[config.mk]
export PLATFORM = sky130hd
export DESIGN_NAME = dcache1_tag_ctrl_flat
export DESIGN_NICKNAME = d
export VERILOG_FILES = /design/src/rtl/dcache1_tag_ctrl_if.sv /design/src/rtl/dcache1_tag_ctrl.sv /design/src/flat_wrapper.sv
export SDC_FILE = /design/constraint.sdc
export NUM_CORES = 1
export LEC_CHECK = 0
export CAP_MARGIN = 20
export CORE_UTILIZATION = 42
export DETAILED_ROUTE_END_ITERATION = 10
export PLACE_DENSITY_LB_ADDON = 0.05
export SLEW_MARGIN = 20
export SYNTH_ARGS = -nofsm -noshare
export SYNTH_HDL_FRONTEND = slang
export SYNTH_SLANG_ARGS = --single-unit
export TNS_END_PERCENT = 5
[constraint.sdc]
create_clock -name clk -period 4.7 [get_ports clk]
set_clock_uncertainty 0.15 [all_clocks]
set_input_delay 1.41 -clock clk [delete_from_list [all_inputs] [get_ports clk]]
set_output_delay 1.41 -clock clk [all_outputs]
set_load 0.005 [all_outputs]
[src/rtl/dcache1_tag_ctrl_if.sv]
// ---------------------------------------------------------------------------
// dcache1_tag_ctrl_if
// Bundles the requester handshakes (load / fill / invalidate) and the shared
// tag-way port control bus driven by dcache1_tag_ctrl.
//   master : requester + tag-array side (drives *_req and payloads, observes
//            grants, tag_* bus and busy)
//   slave  : the tag controller itself
// ---------------------------------------------------------------------------
interface dcache1_tag_ctrl_if #(
  parameter int PADDR_WIDTH = 44
);
  localparam int LA_W = PADDR_WIDTH - 8;

  // load lookup
  logic            ld_req;
  logic [LA_W-1:0] ld_addrOdd;
  logic [LA_W-1:0] ld_addrEven;
  logic            ld_odd;
  logic            ld_split;
  logic            ld_gnt;
  // line refill
  logic            fill_req;
  logic [LA_W-1:0] fill_addr;
  logic            fill_odd;
  logic            fill_excl;
  logic            fill_gnt;
  // invalidate / snoop
  logic            inv_req;
  logic [LA_W-1:0] inv_addr;
  logic            inv_odd;
  logic            inv_gnt;
  // shared tag-way port bus
  logic            tag_read_clkEn;
  logic            tag_read_en;
  logic [LA_W-1:0] tag_read_addrOdd;
  logic [LA_W-1:0] tag_read_addrEven;
  logic            tag_read_odd;
  logic            tag_read_split;
  logic            tag_read_invl;
  logic            tag_write_wen;
  logic [5:0]      tag_write_rand;
  logic            tag_write_exclusive;
  logic            busy;

  modport master (
    output ld_req, ld_addrOdd, ld_addrEven, ld_odd, ld_split,
    output fill_req, fill_addr, fill_odd, fill_excl,
    output inv_req, inv_addr, inv_odd,
    input  ld_gnt, fill_gnt, inv_gnt,
    input  tag_read_clkEn, tag_read_en, tag_read_addrOdd, tag_read_addrEven,
    input  tag_read_odd, tag_read_split, tag_read_invl,
    input  tag_write_wen, tag_write_rand, tag_write_exclusive, busy
  );

  modport slave (
    input  ld_req, ld_addrOdd, ld_addrEven, ld_odd, ld_split,
    input  fill_req, fill_addr, fill_odd, fill_excl,
    input  inv_req, inv_addr, inv_odd,
    output ld_gnt, fill_gnt, inv_gnt,
    output tag_read_clkEn, tag_read_en, tag_read_addrOdd, tag_read_addrEven,
    output tag_read_odd, tag_read_split, tag_read_invl,
    output tag_write_wen, tag_write_rand, tag_write_exclusive, busy
  );
endinterface

[src/rtl/dcache1_tag_ctrl.sv]
// ---------------------------------------------------------------------------
// dcache1_tag_ctrl
// Arbiter/sequencer for the shared read/write port of the eight dcache1 tag
// ways. Grants one of invalidate > fill > load per cycle (a starved load may
// overtake a fill), drives the tag-port control bus, produces the replacement
// way vector from a 6-bit LFSR and holds everybody off during the post-reset
// tag init sweep and for one cycle after every fill.
// Ports:
//   clk  : clock, all state changes on the falling edge (tag array timing)
//   rst  : synchronous active-high reset
//   bus  : dcache1_tag_ctrl_if.slave (requests, grants, tag bus, busy)
// Grants and tag strobes are combinational from the current requests.
// ---------------------------------------------------------------------------
module dcache1_tag_ctrl #(
  parameter int PADDR_WIDTH = 44,
`ifdef DCACHE_256K
  parameter int INIT_CYCLES = 128,
`else
  parameter int INIT_CYCLES = 64,
`endif
  parameter int STARVE_MAX  = 3
) (
  input  logic              clk,
  input  logic              rst,
  dcache1_tag_ctrl_if.slave bus
);

  localparam int LA_W  = PADDR_WIDTH - 8;
  localparam int CNT_W = (INIT_CYCLES > 1) ? $clog2(INIT_CYCLES) : 1;
  localparam int STV_W = $clog2(STARVE_MAX + 1);
  localparam logic [CNT_W-1:0] CNT_LAST  = CNT_W'(INIT_CYCLES - 1);
  localparam logic [STV_W-1:0] STV_SAT   = STV_W'(STARVE_MAX);
  localparam logic [5:0]       LFSR_SEED = 6'b000001;

  typedef enum logic [1:0] {
    ST_INIT      = 2'd0,
    ST_IDLE      = 2'd1,
    ST_FILL_HOLD = 2'd2
  } state_t;

  state_t          r_state;
  state_t          w_state_nxt;
  logic [CNT_W-1:0] r_init_cnt;
  logic [CNT_W-1:0] w_init_cnt_nxt;
  logic [STV_W-1:0] r_starve;
  logic [STV_W-1:0] w_starve_nxt;
  logic [5:0]      r_lfsr;
  logic [5:0]      w_lfsr_nxt;

  logic [LA_W-1:0] r_addr_odd;
  logic [LA_W-1:0] r_addr_even;
  logic            r_odd;
  logic            r_split;
  logic [LA_W-1:0] w_addr_odd;
  logic [LA_W-1:0] w_addr_even;
  logic            w_odd;
  logic            w_split;

  logic            w_gnt_ld;
  logic            w_gnt_fill;
  logic            w_gnt_inv;
  logic            w_ld_boost;
  logic            w_clken;
  logic            w_ren;
  logic            w_invl;
  logic            w_wen;
  logic            w_excl;

  // x^6 + x^5 + 1: shift left, feedback of taps 6 and 5 into bit 0
  function automatic logic [5:0] lfsr_step(input logic [5:0] v);
    return {v[4:0], v[5] ^ v[4]};
  endfunction

  // a load that has lost STARVE_MAX eligible cycles in a row outranks a fill
  assign w_ld_boost = (r_starve == STV_SAT) & bus.ld_req;

  // next-state and arbitration; reset overrides everything and issues no grant
  always_comb begin
    w_state_nxt    = r_state;
    w_init_cnt_nxt = r_init_cnt;
    w_gnt_ld       = 1'b0;
    w_gnt_fill     = 1'b0;
    w_gnt_inv      = 1'b0;
    if (rst) begin
      w_state_nxt    = ST_INIT;
      w_init_cnt_nxt = {CNT_W{1'b0}};
    end else begin
      case (r_state)
        ST_INIT: begin
          if (r_init_cnt == CNT_LAST) begin
            w_state_nxt    = ST_IDLE;
            w_init_cnt_nxt = {CNT_W{1'b0}};
          end else begin
            w_init_cnt_nxt = r_init_cnt + CNT_W'(1);
          end
        end
        ST_IDLE: begin
          if (bus.inv_req) begin
            w_gnt_inv = 1'b1;
          end else if (bus.fill_req && !w_ld_boost) begin
            w_gnt_fill  = 1'b1;
            w_state_nxt = ST_FILL_HOLD;
          end else if (bus.ld_req) begin
            w_gnt_ld = 1'b1;
          end else begin
            w_state_nxt = ST_IDLE;
          end
        end
        ST_FILL_HOLD: begin
          w_state_nxt = ST_IDLE;
        end
        default: begin
          w_state_nxt    = ST_INIT;
          w_init_cnt_nxt = {CNT_W{1'b0}};
        end
      endcase
    end
  end

  // starve counter counts only denied IDLE cycles and holds elsewhere
  always_comb begin
    if (rst) begin
      w_starve_nxt = {STV_W{1'b0}};
    end else if (!bus.ld_req || w_gnt_ld) begin
      w_starve_nxt = {STV_W{1'b0}};
    end else if ((r_state == ST_IDLE) && (r_starve != STV_SAT)) begin
      w_starve_nxt = r_starve + STV_W'(1);
    end else begin
      w_starve_nxt = r_starve;
    end
  end

  // replacement vector moves on only when a fill is actually written
  always_comb begin
    if (rst) begin
      w_lfsr_nxt = LFSR_SEED;
    end else if (w_gnt_fill) begin
      w_lfsr_nxt = lfsr_step(r_lfsr);
    end else begin
      w_lfsr_nxt = r_lfsr;
    end
  end

  // tag-port bus: granted source passes through, otherwise the last granted
  // address/odd/split are replayed from the registered copy
  always_comb begin
    w_addr_odd  = r_addr_odd;
    w_addr_even = r_addr_even;
    w_odd       = r_odd;
    w_split     = r_split;
    w_clken     = 1'b0;
    w_ren       = 1'b0;
    w_invl      = 1'b0;
    w_wen       = 1'b0;
    w_excl      = 1'b0;
    if (w_gnt_inv) begin
      w_clken     = 1'b1;
      w_ren       = 1'b1;
      w_invl      = 1'b1;
      w_addr_odd  = bus.inv_addr;
      w_addr_even = bus.inv_addr;
      w_odd       = bus.inv_odd;
      w_split     = 1'b0;
    end else if (w_gnt_fill) begin
      w_clken     = 1'b1;
      w_wen       = 1'b1;
      w_excl      = bus.fill_excl;
      w_addr_odd  = bus.fill_addr;
      w_addr_even = bus.fill_addr;
      w_odd       = bus.fill_odd;
      w_split     = 1'b0;
    end else if (w_gnt_ld) begin
      w_clken     = 1'b1;
      w_ren       = 1'b1;
      w_addr_odd  = bus.ld_addrOdd;
      w_addr_even = bus.ld_addrEven;
      w_odd       = bus.ld_odd;
      w_split     = bus.ld_split;
    end else begin
      w_clken     = 1'b0;
    end
  end

  assign bus.ld_gnt              = w_gnt_ld;
  assign bus.fill_gnt            = w_gnt_fill;
  assign bus.inv_gnt             = w_gnt_inv;
  assign bus.tag_read_clkEn      = w_clken;
  assign bus.tag_read_en         = w_ren;
  assign bus.tag_read_invl       = w_invl;
  assign bus.tag_write_wen       = w_wen;
  assign bus.tag_write_exclusive = w_excl;
  assign bus.tag_read_addrOdd    = w_addr_odd;
  assign bus.tag_read_addrEven   = w_addr_even;
  assign bus.tag_read_odd        = w_odd;
  assign bus.tag_read_split      = w_split;
  assign bus.tag_write_rand      = r_lfsr;
  assign bus.busy                = rst | (r_state != ST_IDLE);

  // state registers, falling edge to line up with the tag array
  always_ff @(negedge clk) begin
    r_state    <= w_state_nxt;
    r_init_cnt <= w_init_cnt_nxt;
    r_starve   <= w_starve_nxt;
    r_lfsr     <= w_lfsr_nxt;
    if (rst) begin
      r_addr_odd  <= {LA_W{1'b0}};
      r_addr_even <= {LA_W{1'b0}};
      r_odd       <= 1'b0;
      r_split     <= 1'b0;
    end else begin
      r_addr_odd  <= w_addr_odd;
      r_addr_even <= w_addr_even;
      r_odd       <= w_odd;
      r_split     <= w_split;
    end
  end

endmodule

[src/flat_wrapper.sv]
// flat-port wrapper written by rule: the top's interface ports become plain ports
module dcache1_tag_ctrl_flat 
#(
  parameter int PADDR_WIDTH = 44,

  parameter int INIT_CYCLES = 64,

  parameter int STARVE_MAX  = 3
)
  (clk, rst, bus_ld_req, bus_ld_addrOdd, bus_ld_addrEven, bus_ld_odd, bus_ld_split, bus_fill_req, bus_fill_addr, bus_fill_odd, bus_fill_excl, bus_inv_req, bus_inv_addr, bus_inv_odd, bus_ld_gnt, bus_fill_gnt, bus_inv_gnt, bus_tag_read_clkEn, bus_tag_read_en, bus_tag_read_addrOdd, bus_tag_read_addrEven, bus_tag_read_odd, bus_tag_read_split, bus_tag_read_invl, bus_tag_write_wen, bus_tag_write_rand, bus_tag_write_exclusive, bus_busy);
  dcache1_tag_ctrl_if #(.PADDR_WIDTH(PADDR_WIDTH)) bus_i ();
  input  logic clk;
  input  logic rst;
  input wire logic [$bits(bus_i.ld_req)-1:0] bus_ld_req;
  input wire logic [$bits(bus_i.ld_addrOdd)-1:0] bus_ld_addrOdd;
  input wire logic [$bits(bus_i.ld_addrEven)-1:0] bus_ld_addrEven;
  input wire logic [$bits(bus_i.ld_odd)-1:0] bus_ld_odd;
  input wire logic [$bits(bus_i.ld_split)-1:0] bus_ld_split;
  input wire logic [$bits(bus_i.fill_req)-1:0] bus_fill_req;
  input wire logic [$bits(bus_i.fill_addr)-1:0] bus_fill_addr;
  input wire logic [$bits(bus_i.fill_odd)-1:0] bus_fill_odd;
  input wire logic [$bits(bus_i.fill_excl)-1:0] bus_fill_excl;
  input wire logic [$bits(bus_i.inv_req)-1:0] bus_inv_req;
  input wire logic [$bits(bus_i.inv_addr)-1:0] bus_inv_addr;
  input wire logic [$bits(bus_i.inv_odd)-1:0] bus_inv_odd;
  output wire logic [$bits(bus_i.ld_gnt)-1:0] bus_ld_gnt;
  output wire logic [$bits(bus_i.fill_gnt)-1:0] bus_fill_gnt;
  output wire logic [$bits(bus_i.inv_gnt)-1:0] bus_inv_gnt;
  output wire logic [$bits(bus_i.tag_read_clkEn)-1:0] bus_tag_read_clkEn;
  output wire logic [$bits(bus_i.tag_read_en)-1:0] bus_tag_read_en;
  output wire logic [$bits(bus_i.tag_read_addrOdd)-1:0] bus_tag_read_addrOdd;
  output wire logic [$bits(bus_i.tag_read_addrEven)-1:0] bus_tag_read_addrEven;
  output wire logic [$bits(bus_i.tag_read_odd)-1:0] bus_tag_read_odd;
  output wire logic [$bits(bus_i.tag_read_split)-1:0] bus_tag_read_split;
  output wire logic [$bits(bus_i.tag_read_invl)-1:0] bus_tag_read_invl;
  output wire logic [$bits(bus_i.tag_write_wen)-1:0] bus_tag_write_wen;
  output wire logic [$bits(bus_i.tag_write_rand)-1:0] bus_tag_write_rand;
  output wire logic [$bits(bus_i.tag_write_exclusive)-1:0] bus_tag_write_exclusive;
  output wire logic [$bits(bus_i.busy)-1:0] bus_busy;
  assign bus_i.ld_req = bus_ld_req;
  assign bus_i.ld_addrOdd = bus_ld_addrOdd;
  assign bus_i.ld_addrEven = bus_ld_addrEven;
  assign bus_i.ld_odd = bus_ld_odd;
  assign bus_i.ld_split = bus_ld_split;
  assign bus_i.fill_req = bus_fill_req;
  assign bus_i.fill_addr = bus_fill_addr;
  assign bus_i.fill_odd = bus_fill_odd;
  assign bus_i.fill_excl = bus_fill_excl;
  assign bus_i.inv_req = bus_inv_req;
  assign bus_i.inv_addr = bus_inv_addr;
  assign bus_i.inv_odd = bus_inv_odd;
  assign bus_ld_gnt = bus_i.ld_gnt;
  assign bus_fill_gnt = bus_i.fill_gnt;
  assign bus_inv_gnt = bus_i.inv_gnt;
  assign bus_tag_read_clkEn = bus_i.tag_read_clkEn;
  assign bus_tag_read_en = bus_i.tag_read_en;
  assign bus_tag_read_addrOdd = bus_i.tag_read_addrOdd;
  assign bus_tag_read_addrEven = bus_i.tag_read_addrEven;
  assign bus_tag_read_odd = bus_i.tag_read_odd;
  assign bus_tag_read_split = bus_i.tag_read_split;
  assign bus_tag_read_invl = bus_i.tag_read_invl;
  assign bus_tag_write_wen = bus_i.tag_write_wen;
  assign bus_tag_write_rand = bus_i.tag_write_rand;
  assign bus_tag_write_exclusive = bus_i.tag_write_exclusive;
  assign bus_busy = bus_i.busy;
  dcache1_tag_ctrl #(.PADDR_WIDTH(PADDR_WIDTH), .INIT_CYCLES(INIT_CYCLES), .STARVE_MAX(STARVE_MAX)) u_core (.clk(clk), .rst(rst), .bus(bus_i));
endmodule
# Word level (Yosys, flattened, before mapping)
# Cells that the tools add are included.
totals:
  register_bits: 90
  input_bits: 154
  output_inout_bits: 89
  wordCells: 72
op_classes:
  n_addsub: 2
  n_eq_ne: 9
  muxes: 41
  n_bitwise: 3
  reduce_logical: 9
ops:
  columns: ["op", "n"]
  rows:
  - ["36-bit two-way mux", 6]
  - ["1-bit two-way mux", 28]
  - ["6-bit one-hot mux with 2 select lines", 1]
  - ["2-bit two-way mux", 4]
  - ["6-bit by 1-bit adder with 6-bit output, second input constant", 1]
  - ["6-bit equality test, second input constant", 1]
  - ["6-bit two-way mux", 1]
  - ["2-bit one-hot mux with 3 select lines", 1]
  - ["2-bit equality test, second input constant", 2]
  - ["2-bit by 1-bit != test with 1-bit output, second input constant", 2]
  - ["2-bit != test, second input constant", 2]
  - ["2-bit OR reduction", 2]
  - ["3-bit by 2-bit != test with 1-bit output, second input constant", 1]
  - ["3-bit AND reduction", 1]
  - ["2-bit by 1-bit adder with 2-bit output, second input constant", 1]
  - ["2-bit by 1-bit equality test with 1-bit output, second input constant", 1]
  - ["1-bit logical AND", 2]
  - ["1-bit logical NOT", 2]
  - ["2-bit logical NOT", 1]
  - ["1-bit AND", 1]
  - ["1-bit logical OR", 1]
  - ["1-bit bitwise OR", 1]
  - ["1-bit bitwise XOR", 1]

# Longest topological paths before layout
depth:
  ltp_word: 11
  mapped_depth: 8
  depth_no_buf: 6

==> results.md <==
* Leak at between 4 and 5 nW
* CTS tree: yes
* Seq/Total Area, Yosys at 0.403
* Failing checks: setup timing
* Syn Inst Count at 467
* EDFF count, synth at 0
* Pwr/cell area at 294 nW/µm²
* Vias per std cell at 5.43
* Kind of critical path: register to output port
* Final setup vio count at around 170
* Clock sink total at 90
* Die ar. at 11100 µm²
* Startpoint Class: register
* CP Data Required Time at roughly 3.1 ns
* Hold WS at 0.368 ns
* Post-CTS Hold Buffers at 0
* Wirelength per Cell at 19.4 µm
* Synth warn at 0
* Antenna cells at 0
* Initial antenna violation count at 0
* TritonRoute pass-1 iters at 6
* Max incr delay on CP at 0.47 ns
* Final setup margin at -1.57 ns
* Crit path arrival time at 4.71 ns
* Max cap viols at 0
* Total CTS buffers at 9
* CP Capture Type: output port
* Core box area at 10300 µm²
* DP HPWL at about 11 mm
* # DRC at 0
* Maximum vdd drop at 217 µV
* Synthesized area at 4470 µm²
* Crit-path cells: inv_2 -> ha_4 -> or3b_4 -> buf_12 -> buf_6 -> o32ai_4 -> a221o_1 -> buf_2
* Syn_area_per_cell at 9.57 µm²
* Hold crit path type: register to register
* RD Place Congestion at 0.844
* Clock Tree Root: clkbuf_8
* Total GRT Usage at 0.338
* Placed Area at 7460 µm²
* Layout area overhead at 102%
* Cell variety after synth at 43
* Final Instance Area at 9040 µm²
* Ys async rst share at 0
* Initial Util at 0.433
* Power Total at 2.66 mW
* Max Transition Viols Final at 0
* Hold Vio Cnt, Final at 0
* Dpl ws at -1.52 ns
* Ratio of cells with drive above 1 in the final layout at 0.319
* H-tree Lvls at 3
* Count of port buffers added during placement at 242
* Ys flop type: dfxtp_1
* Die Y at 105 µm
* Setup tns final at -171.82 ns
* First-pass GRT wire length at slightly below 30 mm
* RSZ-0062 raised after global routing: true
* Syn_nets at 627
* Largest net degree at the start of global routing at 76
* # IOs at around 240
* #FFs+latches synth at 90
* Vias at roughly 5.7k
* Routed wire length at 20.1 mm
* Max Root-Sink Buffers at 2
* Status: finished, violations left
* Relative slew slack at 0.650
* Vias in the first global route at about 6.1k
* Detail Route Antenna Nets at 0
* Slowest CP cell: or3b_4
* Total grt overflow at 0
* CTS clk-pin slew, worst paths at 0.05 ns
* Tightest Pin Transition at 0.519 ns
* Row count at 37
* Clk Latency, worst-skew pair at 0.42 ns
* DRT iter0 DRCs at 365
* Die outline width at roughly 110 µm
* CP max FO at 8
* Final #Nets at roughly 1.1k
-- synth_stat cells, drive strengths merged (2+ instances only) --
cell type | count | area [µm²]
nor3 | 3 | 15.0
xnor2 | 3 | 26.3
or3 | 2 | 12.5
o32ai | 36 | 465
a21oi | 4 | 20.0
inv | 80 | 300
and2 | 74 | 463
nand2b | 3 | 18.8
o211ai | 2 | 15.0
mux2i | 7 | 70.1
nor4b | 2 | 32.5
nor2 | 16 | 60.1
a21o | 2 | 15.0
ha | 6 | 75.1
a221o | 72 | 721
clkbuf | 24 | 90.1
xor2 | 2 | 17.5
nand2 | 6 | 22.5
dfxtp | 90 | 1800
buf | 16 | 92.6
-- cell usage in the layout, fill, tap and decap left out, types with 3 or more instances in the layout --
master / n
clkbuf_2: 3
xnor2_1: 3
nor2_1: 14
mux2i_1: 7
and2_1: 74
dlygate4sd2_1: 11
buf_12: 14
clkbuf_8: 9
ha_1: 4
inv_4: 4
buf_4: 84
dfxtp_2: 10
nand2_1: 6
o32ai_4: 28
a21oi_1: 4
clkdlybuf4s50_1: 152
buf_6: 34
dfxtp_1: 80
nand2b_4: 3
a221o_1: 72
clkdlybuf4s15_2: 4
inv_1: 165
buf_2: 62
o32ai_2: 8
buf_16: 4
-- registers in the layout, indices dropped and copies added, names as in the netlist --
| signal | count |
|---|---|
| u_core.bus.tag_write_rand | 6 |
| u_core.r_addr_even | 36 |
| u_core.r_addr_odd | 36 |
| u_core.r_init_cnt | 6 |
| u_core.r_odd | 1 |
| u_core.r_split | 1 |
| u_core.r_starve | 2 |
| u_core.r_state | 2 |
-- through the flow --
| step | util | cells |
|---|---|---|
| CTS | 0.860 | 1027 |
| finish | 0.876 | 1040 |
| detailed placement | 0.723 | 862 |
| floorplan | - | 467 |
| global placement | 0.723 | 862 |
| global route | 0.876 | 1040 |
-- timing repair --
action	CTS	global route
setup endpoints to repair	173	173
pin swaps	27	15
setup buffers	55	16
gates cloned	6	1
resized for setup	399	32
-- metal layers --
| layer | up-vias | global-route usage | share of wire |
|---|---|---|---|
| li1 | 2560 | - | - |
| met1 | 2680 | 0.344 | 0.36 |
| met2 | 337 | 0.597 | 0.51 |
| met3 | 75 | 0.117 | 0.080 |
| met4 | 0 | 0.196 | 0.041 |
| met5 | - | 0 | 0 |
-- worst paths after layout --
| path | startpoint | to | slack [ns] | depth (start not counted) |
|---|---|---|---|---|
| worst max-delay path | u_core.r_state[1] | bus_tag_read_addrOdd[35] | -1.57 | 8 |
| worst min-delay path | u_core.bus.tag_write_rand[2] | u_core.bus.tag_write_rand[2] | 0.37 | 2 |
| worst max register to register | u_core.r_state[1] | u_core.r_addr_odd[35] | 2.26 | 11 |
| worst min register to register | u_core.bus.tag_write_rand[2] | u_core.bus.tag_write_rand[2] | 0.37 | 2 |
-- critical path, delay by kind of cell, from the launching register on --
family | cells | cell delay (ns)
fa+ha+maj | 1 | 0.13
simple gates | 1 | 0.47
flops | 1 | 0.31
buf+inv | 4 | 0.52
compound gates | 2 | 0.54
-- power breakdown --
group,total [mW],internal [mW],switching [mW]
combinational,0.855,0.489,0.365
sequential,0.851,0.823,0.0276
clock,0.950,0.406,0.544
total,2.66,1.72,0.937
-- cell type report --
type                       instances  area (µm²)
timing repair buffer             372        3470
multi-input combinational        257        2730
sequential                        90        1810
fill                             497        1280
clock inverter                    97         437
inverter                          79         299
tap                              136         170
clock buffer                       9         124
-- kinds of logic (layout without fill, tap and decap cells) --
| group | count (synthesis) | after routing | synth area share |
|---|---|---|---|
| XOR/XNOR | 5 | 5 | 0.00980 |
| AND/OR/NAND/NOR | 113 | 113 | 0.151 |
| AO/OA/AOI/OAI | 125 | 125 | 0.293 |
| multiplexers | 8 | 8 | 0.0182 |
| adder cells (fa/ha/maj) | 6 | 6 | 0.0168 |
| buffers and inverters | 120 | 557 | 0.108 |
| flip-flops | 90 | 90 | 0.403 |
Power figures use the tool's default switching activity.
